<file path="src/rtl/pad_line_mux.sv">
// Shared pad line multiplexer: N macros share one pad line, with a parked guard window on every switch.
// Optional PAD_IN_SYNC_EN adds a 2-flop synchroniser on pad_i before it is gated to the macros.
module pad_line_mux #(
    parameter int N_MACRO = 4,
    parameter int WIDTH   = 10,
    parameter int GUARD   = 4,
    localparam int SEL_W  = (N_MACRO > 1) ? $clog2(N_MACRO) : 1
) (
    input  logic                       clk,
    input  logic                       rst_n,
    input  logic [SEL_W-1:0]           cfg_sel,
    input  logic                       cfg_load,
    output logic                       cfg_busy,
    output logic                       cfg_err,
    output logic [SEL_W-1:0]           cur_sel,
    input  logic [N_MACRO*WIDTH-1:0]   mac_o,
    input  logic [N_MACRO*WIDTH-1:0]   mac_oe,
    output logic [WIDTH-1:0]           pad_o,
    output logic [WIDTH-1:0]           pad_oe,
    input  logic [WIDTH-1:0]           pad_i,
    output logic [N_MACRO*WIDTH-1:0]   mac_i
);

    localparam logic ACTIVE = 1'b0;
    localparam logic PARK   = 1'b1;

    logic               state;
    logic [SEL_W-1:0]   pending;
    logic [7:0]         cnt;
    logic [SEL_W:0]     sel_ext;
    logic               in_range;
    logic               accept;
    logic               reject;
    logic [WIDTH-1:0]   sel_o;
    logic [WIDTH-1:0]   sel_oe;
    logic [WIDTH-1:0]   pin;

    assign sel_ext  = {1'b0, cfg_sel};
    assign in_range = sel_ext < (SEL_W+1)'(N_MACRO);
    assign accept   = cfg_load && (state == ACTIVE) && in_range
                      && (cfg_sel != cur_sel);
    assign reject   = cfg_load && (!in_range || (state == PARK));
    assign cfg_busy = (state == PARK);

    // Switch FSM: accept a new macro, park for GUARD cycles, then connect it.
    always_ff @(posedge clk or negedge rst_n) begin
        if (!rst_n) begin
            state   <= ACTIVE;
            cur_sel <= '0;
            pending <= '0;
            cnt     <= '0;
            cfg_err <= 1'b0;
        end else begin
            cfg_err <= reject;
            unique case (state)
                ACTIVE: begin
                    if (accept) begin
                        pending <= cfg_sel;
                        cnt     <= 8'(GUARD - 1);
                        state   <= PARK;
                    end
                end
                PARK: begin
                    if (cnt != 8'd0) begin
                        cnt <= cnt - 8'd1;
                    end else begin
                        cur_sel <= pending;
                        state   <= ACTIVE;
                    end
                end
                default: state <= ACTIVE;
            endcase
        end
    end

    // Pick the connected macro's output data and enables.
    always_comb begin
        sel_o  = '0;
        sel_oe = '0;
        for (int m = 0; m < N_MACRO; m++) begin
            if (cur_sel == SEL_W'(m)) begin
                sel_o  = mac_o[m*WIDTH +: WIDTH];
                sel_oe = mac_oe[m*WIDTH +: WIDTH];
            end
        end
    end

    // Register pad outputs; enables drop as soon as a switch is accepted.
    always_ff @(posedge clk or negedge rst_n) begin
        if (!rst_n) begin
            pad_o  <= '0;
            pad_oe <= '0;
        end else if ((state == ACTIVE) && !accept) begin
            pad_o  <= sel_o;
            pad_oe <= sel_oe;
        end else begin
            pad_oe <= '0;
        end
    end

`ifdef PAD_IN_SYNC_EN
    logic [WIDTH-1:0] sync1;
    logic [WIDTH-1:0] sync2;

    // Two-flop synchroniser for the asynchronous pad input.
    always_ff @(posedge clk or negedge rst_n) begin
        if (!rst_n) begin
            sync1 <= '0;
            sync2 <= '0;
        end else begin
            sync1 <= pad_i;
            sync2 <= sync1;
        end
    end

    assign pin = sync2;
`else
    assign pin = pad_i;
`endif

    // Route pad input only to the connected macro, and to nobody while parked.
    always_comb begin
        mac_i = '0;
        if (state == ACTIVE) begin
            for (int m = 0; m < N_MACRO; m++) begin
                if (cur_sel == SEL_W'(m)) begin
                    mac_i[m*WIDTH +: WIDTH] = pin;
                end
            end
        end
    end

endmodule
</file>
<file path="config.mk">
export PLATFORM = sky130hd
export DESIGN_NAME = pad_line_mux
export DESIGN_NICKNAME = d
export VERILOG_FILES = /design/src/rtl/pad_line_mux.sv
export SDC_FILE = /design/constraint.sdc
export NUM_CORES = 1
export LEC_CHECK = 0
export BUFFER_PORTS_ARGS = -buffer_cell sky130_fd_sc_hd__buf_4
export CORE_AREA = 5 5 83 85
export CTS_CLUSTER_DIAMETER = 120
export CTS_CLUSTER_SIZE = 14
export DETAILED_ROUTE_END_ITERATION = 10
export DIE_AREA = 0 0 88 90
export GPL_TIMING_DRIVEN = 0
export PLACE_DENSITY = 0.75
export SYNTH_ARGS = -nofsm -noshare
export SYNTH_HDL_FRONTEND = slang
export SYNTH_SLANG_ARGS = --single-unit
</file>
<file path="constraint.sdc">
create_clock -name clk -period 1.6 [get_ports clk]
set_input_delay 0.16 -clock clk [delete_from_list [all_inputs] [get_ports clk]]
set_output_delay 0.16 -clock clk [all_outputs]
set_load 0.01 [all_outputs]
</file>
==> flow_summary.yaml <==
power_and_ir_drop:
  maximum_vdd_drop_v: 0.000748
  leakage_nw: 2.02
  cellPowerDensity_mw_per_mm2: 1600
  total_power_w: 0.00669
setup_path:
  timing.critical_path.fanout_max: 12
  worst-endpoint-arrival_ps: 1500
  critPathLaunchType: "flip-flop"
  timing.critical_path.to_type: "output port"
  setup.worst_path.class: "flip-flop to output port"
  critical_path_required_ps: 1440
cells_and_area:
  final_layout_size_suffix_gt1_frac: 0.774
  multi_input_comb_area_mm2: 0.00158
  n_fill_cell: 438
  stdcell_area_mm2: 0.00417
  nets: 481
  syn2layout_area_growth_pct: 97.5
  register_area_um2: 855
  final_cells: 462
  antenna-diode-count: 0
sta:
  fin_skew_ps: 13.5
  final_period_minus_worst_setup_slack_ps: 1660
  final.setup.worst_slack_ps: -58.5
  max_slew.worst_pin.slew_ps: 441
  hold_violations: 0
  period_share: 1.04
  rsz0062_at_grt: "true"
  final.setup.tns_ps: -768
  max_freq_mhz: 603
  timing.final.max_slew_violations: 0
  report.final.setup_viol: 28
  slew-limit-headroom: 0.706
global_routing:
  gr-total-overflow: 0
  grt_pass1_vias: 2354
  combined_global_route_utilization_of_all_metal_layers: 0.185
  antenna_found_initial: 0
  first_pass_grt_wire_length_mm: 11.5
  grt_start_max_net_pins: 35
die:
  floorplan.core_area_mm2: 0.00613
  row_count: 29
  dieArea_mm2: 0.00792
  die_h_um: 90
  die_w_um: 88
  initial_utilization: 0.345
  count_of_pins_on_the_block_boundary: 159
cts:
  cts.htree.levels: 2
  clock_tree.buffer_depth: 2
  cts_root_buffer: "sky130_fd_sc_hd__clkbuf_8"
  cts_inserted_buffers: 5
  cts.reportedPaths.clkPinSlew_ps: 80
  clock_tree_from_tritoncts: "yes"
  clk-insertion-delay-late_ps: 290
  cts.sinks: 34
placement:
  half_perimeter_wire_length_after_placement_mm: 5.46
  dpl_worst_slack_ps: -408
  dpl-instance-area_mm2: 0.00344
  finalWeightedCongestion: 0.764
  io_buffers: 158
  placedCellCount: 427
yosys:
  synth.yosys.seq_area_share: 0.403
  synth_area_leader_cell: "sky130_fd_sc_hd__dfrtp_1"
  ys_seq_elements: 34
  async_reset_ff_frac: 1.00
  number_of_flops_mapped_to_enable_cells_by_yosys: 0
  synth_common_cells: "sky130_fd_sc_hd__nor2_1 (45), sky130_fd_sc_hd__dfrtp_1 (34), sky130_fd_sc_hd__mux4_2 (20)"
  synth.most_common_cell: "sky130_fd_sc_hd__nor2_1"
  synthDominantCellAreaShare: 0.403
  synthTopCellsByArea: "sky130_fd_sc_hd__dfrtp_1 (40%), sky130_fd_sc_hd__mux4_2 (21%), sky130_fd_sc_hd__nor2_1 (8.0%)"
  synth_area_per_inst_um2: 11.0
  synthesis.nets: 289
  yosys_warnings: 0
  netlist-cell-type-count: 32
  syn_inst: 192
  synth_ff_type: "sky130_fd_sc_hd__dfrtp_1"
  syn_area_mm2: 0.00211
status:
  run_status: "finished with violations"
  violations: "setup timing"
routing:
  wl_per_cell_um: 16.6
  final_antenna_net_count: 0
  detailroute.via_count: 2295
  drc: 0
  detail_route.first_pass.iterations: 4
  drt_wl_total_mm: 7.68
  vias_per_cell: 4.97
  iter_0_drt_violations: 48
worst_hold_path:
  worst_min_delay_path_class: "primary input to flip-flop"
flow_run:
  maxCapViolCount: 0
## kinds of logic after synthesis
logic type,count (synthesis),share of synthesized area
multiplexers,36,0.297
AND/OR/NAND/NOR,88,0.205
buffers and inverters,16,0.0320
AO/OA/AOI/OAI,14,0.0432
adder cells (fa/ha/maj),2,0.0118
XOR/XNOR,2,0.00829
flip-flops,34,0.403
## layout by cell type, fill, tap and decap left out, types with 5 or more instances in the layout
master | synthesis | layout
sky130_fd_sc_hd__and2_1 | 11 | 11
sky130_fd_sc_hd__buf_4 | 0 | 181
sky130_fd_sc_hd__buf_6 | 0 | 8
sky130_fd_sc_hd__clkbuf_8 | 0 | 6
sky130_fd_sc_hd__dfrtp_1 | 34 | 31
sky130_fd_sc_hd__mux2_2 | 14 | 5
sky130_fd_sc_hd__mux2_4 | 0 | 9
sky130_fd_sc_hd__mux4_2 | 20 | 20
sky130_fd_sc_hd__nand2b_4 | 0 | 12
sky130_fd_sc_hd__nor2_1 | 45 | 22
sky130_fd_sc_hd__nor2_2 | 0 | 18
sky130_fd_sc_hd__nor2_4 | 0 | 5
## layer usage
metal  vias to the layer above  routed length, um  GRT usage
met5                         -                  0          0
li1                       1069                  -          -
met3                         9                554     0.0448
met1                      1127               2750      0.212
met2                        90               4290      0.332
met4                         0                 90     0.0550
## layout make-up
type / instances / share of cell area
clock buffers: 7 / 0.0207
clock inverters: 1 / 0.00120
repair buffers: 185 / 0.337
plain buffers: 10 / 0.0315
well taps: 77 / 0.0231
flip-flops and latches: 34 / 0.205
inverters: 3 / 0.00270
multi-input cells: 145 / 0.379
## state kept, by name (all words and copies together) (netlist names)
signal / flops
cnt: 8
cur_sel: 2
pad_o: 10
cfg_err: 1
pad_oe: 10
cfg_busy: 1
pending: 2
## power breakdown
group / switching, W / total [W] / internal, W
clock: 0.000312 / 0.000659 / 0.000347
sequential: 0.000232 / 0.00145 / 0.00122
combinational: 0.00198 / 0.00458 / 0.00260
total: 0.00253 / 0.00669 / 0.00416
## through the flow
stage | hold slack (ps) | util
after global routing | 114 | 0.681
after detailed placement | 142 | 0.562
after CTS | 90.1 | 0.634
final | 93.4 | 0.681
after global placement | 137 | 0.562
after floorplan | -136 | -
## worst paths after layout
path                                  from  slack (ps)  cells past startpoint    endpoint
worst max-delay path            cur_sel[1]         -60                      5    mac_i[2]
worst min-delay path              cfg_load          90                      2     cfg_err
worst max register to register      cnt[5]         -40                      3      cnt[6]
worst min register to register  pending[1]         500                      1  cur_sel[1]
max in group asynchronous            rst_n         900                      2      cnt[3]
min in group asynchronous            rst_n         350                      2  cur_sel[0]
## repair_timing
action                                  CTS  global route
setup buffers                            15            10
pin swaps                                12            13
endpoints found under the setup margin   70            69
cloned                                    1             3
hold endpoints to repair                 34             0
hold buffers                              1             0
resized for setup                        55            53
## worst max-delay path, stage by stage (launching register included)
cell and delay, ps:
sky130_fd_sc_hd__dfrtp_1 390, sky130_fd_sc_hd__buf_6 150, sky130_fd_sc_hd__buf_12 150, sky130_fd_sc_hd__or2_4 300
sky130_fd_sc_hd__nor2_1 100, sky130_fd_sc_hd__buf_4 130
Power figures use the tool's default switching activity.
